`src/rtl/mmio_pkg.sv`:
```
// Shared definitions for the timer MMIO slice: base addresses, register offsets,
// CTRL bit indices, STATUS field positions and the timer_cmp FSM state type.
package mmio_pkg;

    localparam logic [63:0] TIMER_ADDR     = 64'hb000_0000;
    localparam logic [63:0] TIMER_CMP_BASE = 64'hb000_0008;

    // Register offsets from the timer_cmp base address.
    localparam logic [63:0] REG_MTIMECMP = 64'h00;
    localparam logic [63:0] REG_PERIOD   = 64'h08;
    localparam logic [63:0] REG_CTRL     = 64'h10;
    localparam logic [63:0] REG_STATUS   = 64'h18;

    // CTRL bit indices.
    localparam int unsigned CTRL_EN       = 0;
    localparam int unsigned CTRL_PERIODIC = 1;
    localparam int unsigned CTRL_IE       = 2;
    localparam int unsigned CTRL_W        = 3;

    // STATUS field positions.
    localparam int unsigned STATUS_PENDING_BIT = 0;
    localparam int unsigned STATUS_OVR_LSB     = 8;
    localparam int unsigned STATUS_OVR_W       = 8;
    localparam int unsigned STATUS_STATE_LSB   = 16;
    localparam int unsigned STATUS_STATE_W     = 2;

    typedef enum logic [1:0] {
        StIdle  = 2'd0,
        StArmed = 2'd1,
        StFired = 2'd2
    } cmp_state_e;

endpackage

```
`src/rtl/mmio_reg64.sv`:
```
// 64-bit MMIO register with per-byte write enables and a synchronous reset value.
// Ports:
//   clk, rstn        clock, synchronous active-low reset
//   we, wmask, wdata software store (byte mask honoured)
//   ld, ld_data      hardware load (e.g. periodic reload)
//   q                current register value
// When ld and we coincide, the hardware load forms the base value and the bytes
// selected by wmask are then overwritten by software data.
module mmio_reg64 #(
    parameter logic [63:0] ResetVal = '0
) (
    input  logic        clk,
    input  logic        rstn,
    input  logic        we,
    input  logic [7:0]  wmask,
    input  logic [63:0] wdata,
    input  logic        ld,
    input  logic [63:0] ld_data,
    output logic [63:0] q
);

    logic [63:0] q_q;
    logic [63:0] q_d;
    logic [63:0] base;

    always_comb begin
        base = ld ? ld_data : q_q;
        q_d  = base;
        for (int i = 0; i < 8; i++) begin
            if (we && wmask[i]) begin
                q_d[i*8 +: 8] = wdata[i*8 +: 8];
            end
        end
    end

    always_ff @(posedge clk) begin
        if (!rstn) begin
            q_q <= ResetVal;
        end else begin
            q_q <= q_d;
        end
    end

    assign q = q_q;

endmodule

```
`src/rtl/timer_cmp.sv`:
```
// Timer-compare and interrupt unit. Compares mtime against MTIMECMP, latches a
// pending flag, counts overruns and drives a level interrupt. Supports one-shot
// and periodic auto-reload.
// Ports:
//   clk, rstn            clock, synchronous active-low reset
//   mtime                free-running 64-bit time from the timer block
//   ren, raddr, rdata    load port (rdata combinational, 0 when idle/unmapped)
//   wen, waddr, wdata,
//   wmask                store port with byte enables
//   irq                  level interrupt = pending & ie (registered)
module timer_cmp
    import mmio_pkg::*;
#(
    parameter logic [63:0] BASE = TIMER_CMP_BASE
) (
    input  logic        clk,
    input  logic        rstn,
    input  logic [63:0] mtime,
    input  logic        ren,
    input  logic [63:0] raddr,
    output logic [63:0] rdata,
    input  logic        wen,
    input  logic [63:0] waddr,
    input  logic [63:0] wdata,
    input  logic [7:0]  wmask,
    output logic        irq
);

    localparam logic [63:0] AddrCmp    = BASE + REG_MTIMECMP;
    localparam logic [63:0] AddrPeriod = BASE + REG_PERIOD;
    localparam logic [63:0] AddrCtrl   = BASE + REG_CTRL;
    localparam logic [63:0] AddrStatus = BASE + REG_STATUS;

    logic [63:0]       cmp_q;
    logic [63:0]       period_q;
    logic [CTRL_W-1:0] ctrl_q;
    logic [CTRL_W-1:0] ctrl_d;
    logic              pending_q;
    logic              pending_d;
    logic [7:0]        overrun_q;
    logic [7:0]        overrun_d;
    cmp_state_e        state_q;

    logic sel_cmp;
    logic sel_period;
    logic wr_cmp;
    logic wr_ctrl;
    logic w1c;
    logic hit;
    logic fire;
    logic reload;
    logic [63:0] status_rd;

    always_comb begin
        sel_cmp    = wen && (waddr == AddrCmp);
        sel_period = wen && (waddr == AddrPeriod);
        wr_cmp     = sel_cmp && (wmask != 8'h00);
        wr_ctrl    = wen && (waddr == AddrCtrl) && wmask[0];
        w1c        = wen && (waddr == AddrStatus) && wmask[0] && wdata[STATUS_PENDING_BIT];

        ctrl_d = wr_ctrl ? wdata[CTRL_W-1:0] : ctrl_q;

        // Compare uses the pre-write MTIMECMP; a same-cycle en=0 write suppresses the hit.
        hit    = (mtime >= cmp_q);
        fire   = (state_q == StArmed) && hit && ctrl_d[CTRL_EN];
        reload = fire && ctrl_q[CTRL_PERIODIC] && (period_q != 64'd0);

        // Set beats W1C; W1C still clears overrun in that cycle.
        pending_d = fire | (pending_q & ~w1c);
        overrun_d = overrun_q;
        if (w1c) begin
            overrun_d = 8'd0;
        end else if (fire && pending_q && (overrun_q != 8'hFF)) begin
            overrun_d = overrun_q + 8'd1;
        end
    end

    mmio_reg64 #(
        .ResetVal ('1)
    ) u_mtimecmp (
        .clk     (clk),
        .rstn    (rstn),
        .we      (sel_cmp),
        .wmask   (wmask),
        .wdata   (wdata),
        .ld      (reload),
        .ld_data (cmp_q + period_q),
        .q       (cmp_q)
    );

    mmio_reg64 #(
        .ResetVal ('0)
    ) u_period (
        .clk     (clk),
        .rstn    (rstn),
        .we      (sel_period),
        .wmask   (wmask),
        .wdata   (wdata),
        .ld      (1'b0),
        .ld_data (64'd0),
        .q       (period_q)
    );

    always_ff @(posedge clk) begin
        if (!rstn) begin
            state_q   <= StIdle;
            ctrl_q    <= '0;
            pending_q <= 1'b0;
            overrun_q <= 8'd0;
            irq       <= 1'b0;
        end else begin
            ctrl_q    <= ctrl_d;
            pending_q <= pending_d;
            overrun_q <= overrun_d;
            irq       <= pending_d & ctrl_d[CTRL_IE];
            if (!ctrl_d[CTRL_EN]) begin
                state_q <= StIdle;
            end else begin
                unique case (state_q)
                    StIdle:  state_q <= StArmed;
                    // A same-cycle MTIMECMP write re-arms, so only fall to FIRED without one.
                    StArmed: if (fire && !reload && !wr_cmp) state_q <= StFired;
                    StFired: if (wr_cmp) state_q <= StArmed;
                    default: state_q <= StIdle;
                endcase
            end
        end
    end

    always_comb begin
        status_rd = 64'd0;
        status_rd[STATUS_PENDING_BIT] = pending_q;
        status_rd[STATUS_OVR_LSB +: STATUS_OVR_W] = overrun_q;
        status_rd[STATUS_STATE_LSB +: STATUS_STATE_W] = state_q;

        rdata = 64'd0;
        if (ren) begin
            if (raddr == AddrCmp) begin
                rdata = cmp_q;
            end else if (raddr == AddrPeriod) begin
                rdata = period_q;
            end else if (raddr == AddrCtrl) begin
                rdata = {{(64 - CTRL_W){1'b0}}, ctrl_q};
            end else if (raddr == AddrStatus) begin
                rdata = status_rd;
            end
        end
    end

endmodule
```
`config.mk`:
```
export PLATFORM = sky130hd
export DESIGN_NAME = timer_cmp
export DESIGN_NICKNAME = d
export VERILOG_FILES = /design/src/rtl/mmio_pkg.sv /design/src/rtl/mmio_reg64.sv /design/src/rtl/timer_cmp.sv
export SDC_FILE = /design/constraint.sdc
export NUM_CORES = 1
export LEC_CHECK = 0
export ABC_AREA = 1
export BUFFER_PORTS_ARGS = -buffer_cell sky130_fd_sc_hd__buf_2
export CORE_MARGIN = 3
export CORE_UTILIZATION = 50
export CTS_BUF_LIST = sky130_fd_sc_hd__clkbuf_4 sky130_fd_sc_hd__clkbuf_8
export DETAILED_ROUTE_END_ITERATION = 10
export PLACE_DENSITY = 0.74
export SLEW_MARGIN = 20
export SYNTH_ARGS = -nofsm -noshare
export SYNTH_HDL_FRONTEND = slang
export SYNTH_HIERARCHICAL = 1
export SYNTH_SLANG_ARGS = --single-unit
```
`constraint.sdc`:
```
create_clock -name clk -period 4.5 [get_ports clk]
set_input_delay 0.9 -clock clk [delete_from_list [all_inputs] [get_ports clk]]
set_output_delay 0.9 -clock clk [all_outputs]
set_load 0.005 [all_outputs]
```
==> flow_metrics.tcl, run 1 <==
set metrics [dict create \
    status "completed" \
    drive_above_1_share 0.1411 \
    fillCellCount 3283 \
    fin_skew_ps 15.85 \
    synth_top_cell_by_area "dfxtp_1" \
    io_pins 333 \
    drt_iter0_markers 1966 \
    ys_ff_latch 143 \
    avgViaCountPerCell 5.591 \
    place_congestion 1.023 \
    cts_resized 0 \
    synth_compound_area_frac 0.1605 \
    dp_hpwl_um 51910 \
    path_class "in2out" \
    clk_path_buf_depth 2 \
    synth_area_um2 16210 \
    final_cell_mix "nand2_1 (761), inv_1 (383), nand3_1 (380)" \
    hold_buffers 0 \
    final_util 0.5846 \
    synth_xor_area_frac 0.03133 \
    synth_adder_area_share 0.1000 \
    r2r_end "u_mtimecmp/q[15]$_SDFFE_PN1P_" \
    seqCellArea_um2 2863 \
    startpoint_type "primary input" \
    drc 0 \
    drv_slew 0 \
    whs_ps 529.8 \
    synth-simple-area-share 0.3950 \
    setup_viol 0 \
    htree_num_levels 4 \
    maxCapViolCount 0 \
    layout_commonest_cell "nand2_1" \
    grt_overflow_total 0 \
    yosysWarnings 6 \
    hp-class "reg2reg" \
    post_cts_buffers 0 \
    timing.final.crit_period_ps 4064 \
    via_count 19720 \
    coreArea_um2 31720 \
    synth_cells 2790 \
    reg2reg_depth 16 \
    reg2reg_slack_ps 670 \
    root_buffer "clkbuf_8" \
    wl_per_cell_um 18.48 \
    synthMuxAreaShare 0 \
    synthTopCellsByArea "dfxtp_1 (18%), nand2_1 (18%), nand3_1 (12%)" \
    setup_slack_ps 436.0 \
    grtUsageTotal 0.3687 \
    synth_top_family_by_area "simple AND/OR/NAND/NOR gates" \
    critPathLaunch "raddr[47]" \
    synth-edff-count 0 \
    crit_required_ps 3600 \
    antenna_cells 0 \
    post-route-period-util 0.9031 \
    pre_cts_ws_ps 492.8 \
    rows 65 \
    clock_sinks 143 \
    antenna_left 0 \
    dp.cells 3495 \
    crit_arrival_ps 3160 \
    yosysSeqAreaShare 0.1766 \
    reg2reg_from "u_mtimecmp/q[3]$_SDFFE_PN1P_" \
    hold_viol_final 0 \
    numCtsBuffers 17 \
    postSynthAreaPerCell_um2 5.811 \
    fin_setup_tns_ps 0 \
    power-per-cell-area_nw_per_um2 211.1 \
    dr.pass1.iters 8 \
    grt_pass1_vias 18416 \
    start_util 0.5112 \
    multi_input_area_um2 11400 \
    fin_cells 3527 \
    crit_path_max_fanout 28 \
    path_clk_slew_ps 80 \
    area_growth_pct 14.36 \
    synth.distinct_cells 45 \
    cts_tree "yes" \
    ir_drop_v 0.0002106 \
    p_leak_nw 10.54 \
    rsz0062_at_grt "false" \
    die_w_um 186.1 \
    grt_max_degree 69 \
    dieArea_um2 34620 \
    synth_ff_type "dfxtp_1" \
    clock_latency_ps 500 \
    max-slew-margin-rel 0.3189 \
    nets 3509 \
    grt_pass1_wl_um 100000 \
    port_buffers 332 \
    antenna_found_initial 1 \
    fp.dieH_um 186.1 \
    drt-total-wl_um 65180 \
    critPathCapture "rdata[54]" \
    fmax_ghz 0.2461 \
    worstSetupEndpointType "primary output" \
    async_flop_share 0 \
    tightestPinTransition_ps 1022 \
    synth_top_area_share 0.1766 \
]
==> flip-flops by register name, summed over array words and instances, names as in the netlist <==
register and count:
ctrl_q 3, u_period/q 64, irq 1, state_q 2, pending_q 1, overrun_q 8
u_mtimecmp/q 64
==> cell type report <==
type / count / share of cell area
tap: 402 / 0.02713
timing repair buffer: 352 / 0.1011
inverter: 391 / 0.07936
multi-input combinational: 2207 / 0.6148
clock buffer: 21 / 0.01491
clock inverter: 11 / 0.008368
sequential: 143 / 0.1544
==> worst min-delay path by stage <==
stage | endpoint | start | depth (start not counted)
after floorplan | ctrl_q[1]$_SDFFE_PN0P_ | ctrl_q[1]$_SDFFE_PN0P_ | 2
after global placement | overrun_q[7]$_SDFFE_PP0P_ | overrun_q[7]$_SDFFE_PP0P_ | 2
after detailed placement | overrun_q[4]$_SDFFE_PP0P_ | overrun_q[4]$_SDFFE_PP0P_ | 2
after CTS | overrun_q[7]$_SDFFE_PP0P_ | overrun_q[7]$_SDFFE_PP0P_ | 2
after global routing | overrun_q[4]$_SDFFE_PP0P_ | overrun_q[4]$_SDFFE_PP0P_ | 2
final | overrun_q[4]$_SDFFE_PP0P_ | overrun_q[4]$_SDFFE_PP0P_ | 2
==> synthesized netlist by cell type (3+ instances only) <==
cell / number
nand2_1: 761
inv_1: 383
nand3_1: 380
nor2_1: 309
a21oi_1: 247
dfxtp_1: 143
ha_1: 128
o21ai_0: 74
buf_4: 55
xor2_1: 49
a211oi_2: 40
nand4_1: 37
clkbuf_1: 26
buf_2: 20
a211oi_1: 13
a31oi_1: 13
nor3_1: 13
a21o_1: 11
buf_6: 11
nor4_1: 9
o21bai_1: 9
xnor2_1: 9
o21a_1: 7
inv_2: 5
o211ai_1: 5
nand3b_1: 4
a21boi_0: 3
and3_1: 3
clkinv_1: 3
==> worst max-delay path, cell delays in order <==
cell and delay (ps):
buf_2 100, nor2_1 110, nand4_1 100, nor2_1 210, and2_1 240, nand3_1 90
buf_4 180, inv_2 470, buf_12 280, a21oi_1 90, a211oi_1 200, buf_2 170
==> through the flow <==
step	power [mW]	cell area [µm²]
after floorplan	2.233	16460
after global placement	2.702	18110
after detailed placement	2.709	18110
after CTS	3.871	18540
after global routing	4.121	18540
final	3.914	18540
==> cell families after synthesis <==
family / after synthesis
AND/OR/NAND/NOR: 1526
buffers and inverters: 505
AO/OA/AOI/OAI: 428
flip-flops: 143
adder cells (fa/ha/maj): 129
XOR/XNOR: 58
other: 1
==> layer usage <==
| layer | wire length, µm | track usage | vias to the layer above |
|---|---|---|---|
| met1 | 27720 | 0.4881 | 8923 |
| met5 | 0 | 0 | - |
| met3 | 6018 | 0.06723 | 142 |
| li1 | - | - | 9652 |
| met2 | 28780 | 0.5929 | 1003 |
| met4 | 2667 | 0.1507 | 0 |
==> power breakdown <==
| group | internal (mW) | switching (mW) | total (mW) |
|---|---|---|---|
| Sequential | 1.30 | 0.0553 | 1.35 |
| Clock | 0.596 | 0.586 | 1.18 |
| Combinational | 0.456 | 0.924 | 1.38 |
No activity file was read; power rests on OpenSTA's default activity.
==> inputs of run 2 (changes only) <==
--- a/config.mk
+++ b/config.mk
@@ -15,5 +15,4 @@
 export SLEW_MARGIN = 20
 export SYNTH_ARGS = -nofsm -noshare
 export SYNTH_HDL_FRONTEND = slang
-export SYNTH_HIERARCHICAL = 1
 export SYNTH_SLANG_ARGS = --single-unit
==> constraint.sdc (replaced) <==
create_clock -name clk -period 3.9 [get_ports clk]
set_input_delay 0.78 -clock clk [delete_from_list [all_inputs] [get_ports clk]]
set_output_delay 0.78 -clock clk [all_outputs]
set_load 0.005 [all_outputs]
==> flow_metrics.tcl, run 2 <==
set metrics [dict create \
    status "completed" \
    coreArea_um2 30830 \
    place_congestion 1.016 \
    hold_viol_final 0 \
    drt_iter0_markers 2277 \
    clock_latency_ps 500 \
    synth_cells 2836 \
    fmax_ghz 0.2853 \
    use_met2 0.6159 \
    grt_overflow_total 0 \
    htree_num_levels 4 \
    avgViaCountPerCell 5.762 \
    grt_max_degree 73 \
    port_buffers 332 \
    fin_skew_ps 14.97 \
    rows 64 \
    yosys-top-cells-count "nand2_1 (814), inv_1 (477), nor2_1 (325)" \
    startpoint_type "primary input" \
    grt_use_met1 0.5569 \
    power-per-cell-area_nw_per_um2 168.3 \
    drive_above_1_share 0.1321 \
    root_buffer "clkbuf_8" \
    synth_top_area_share 0.1942 \
    area_growth_pct 15.87 \
    cts_resized 0 \
    post-route-period-util 0.8986 \
    cts_tree "yes" \
    yosysWarnings 0 \
    antenna_left 0 \
    dr.pass1.iters 8 \
    grtUsageTotal 0.4086 \
    fillCellCount 3207 \
    ir_drop_v 0.0002188 \
    synth_area_um2 15740 \
    fp.dieH_um 183.4 \
    layout_commonest_cell "nand2_1" \
    synth-edff-count 0 \
    clock_sinks 143 \
    grt_pass1_wl_um 105500 \
    antenna_found_initial 11 \
    syn_nets 3233 \
    synth.distinct_cells 41 \
    hold_buffers 0 \
    tightestPinTransition_ps 823.2 \
    fin_setup_tns_ps 0 \
    dieArea_um2 33640 \
    power_mw 3.068 \
    grt_pass1_vias 18720 \
    path_clk_slew_ps 80 \
    postSynthAreaPerCell_um2 5.548 \
    max-slew-margin-rel 0.4492 \
    start_util 0.5104 \
    yosysSeqAreaShare 0.1819 \
    maxCapViolCount 0 \
    via_count 20490 \
    rsz0062_at_grt "false" \
    drc 0 \
    top_usage_layer "met2" \
    synthTopCellsByArea "nand2_1 (19%), dfxtp_1 (18%), inv_1 (11%)" \
    grt_use_met3 0.09540 \
    setup_viol 0 \
    post_cts_buffers 0 \
    final_cell_mix "nand2_1 (814), inv_1 (477), buf_2 (332)" \
    numCtsBuffers 17 \
    clk_path_buf_depth 2 \
    path_class "in2out" \
    hp-class "reg2reg" \
    timing.final.crit_period_ps 3505 \
    yosysMostFrequentCell "nand2_1" \
    wl_per_cell_um 19.96 \
    p_leak_nw 10.83 \
    die_w_um 183.4 \
    synth_top_cell_by_area "nand2_1" \
    nets 3532 \
    crit_required_ps 3120 \
    io_pins 333 \
    worstSetupEndpointType "primary output" \
    ys_ff_latch 143 \
    crit_arrival_ps 2720 \
    dp_hpwl_um 60350 \
    drv_slew 0 \
    drt-total-wl_um 70980 \
    synth_ff_type "dfxtp_1" \
    async_flop_share 0 \
    crit_path_max_fanout 38 \
]
run 2: cell count changes in the layout (fill, tap and decap cells not counted), moves of 13 or more:
cell,previous run,this run
a211oi_1,13,51
a211oi_2,40,0
a21oi_1,247,211
conb_1,66,0
inv_1,383,477
nand2_1,761,814
nand3_1,380,268
nand4_1,37,50
nor2_1,308,325
nor3_1,13,77
o21ai_0,74,104
xnor2_1,9,26
xor2_1,49,9
run 2: cells by family (layout without fill, tap and decap cells):
family,count (synthesis),count (layout),synth area share
AOI/OAI and AO/OA,388,388,0.1361
xor gates and xnor gates,35,35,0.01948
adders and majority gates,129,129,0.1031
buffers and inverters,566,878,0.1388
DFF,143,143,0.1819
other,0,12,0
and+or+nand+nor,1575,1575,0.4206
run 2: critical path, cell delays in order:
cell and delay [ps]:
buf_2 90, nor4_1 280, nand3_1 100, nor2_1 280, nand3_1 170, inv_2 210, buf_12 220, a21oi_1 90
a211oi_1 260, buf_2 180
run 2: worst paths after layout:
path | end | startpoint | cells past startpoint | slack (ps)
setup / recovery | rdata[30] | raddr[61] | 10 | 400
hold / removal | overrun_q[4]$_SDFFE_PP0P_ | overrun_q[4]$_SDFFE_PP0P_ | 2 | 520
setup reg to reg | u_mtimecmp.q[62]$_SDFFE_PN1P_ | u_period.q[0]$_SDFFE_PN0P_ | 19 | 440
hold reg to reg | overrun_q[4]$_SDFFE_PP0P_ | overrun_q[4]$_SDFFE_PP0P_ | 2 | 520
run 2: final cells by class:
cell class	count	area [µm²]	share of cell area
Clock inverter	13	152.6	0.008372
Sequential cell	143	2863	0.1570
Clock buffer	19	261.5	0.01434
Multi-Input combinational cell	2127	10700	0.5867
Antenna cell	12	30.03	0.001647
Inverter	487	1831	0.1004
Tap cell	396	495.5	0.02718
Timing Repair Buffer	359	1902	0.1043
run 2: per-stage QoR:
step	cells	setup WS, ps	hold WS [ps]	util	cell area (µm²)
CTS	3544	432.9	505.9	0.5904	18200
global placement	3512	458.2	494.9	0.5770	17790
finish	3556	395.3	518.3	0.5914	18230
detailed placement	3512	452.3	500.0	0.5770	17790
global route	3554	172.5	523.2	0.5912	18230
floorplan	2836	788.7	444.2	-	15740
run 2: power breakdown:
part	switching (mW)	internal, mW
sequential	0.00000000000000210	1.46
clock	0.689	0.614
combinational	0.173	0.133
total	0.863	2.21
run 2: routing by layer:
layer / vias up / wire length [µm]
li1: 9697 / -
met1: 9375 / 29360
met2: 1209 / 29900
met3: 209 / 8190
met4: 0 / 3532
met5: - / 0
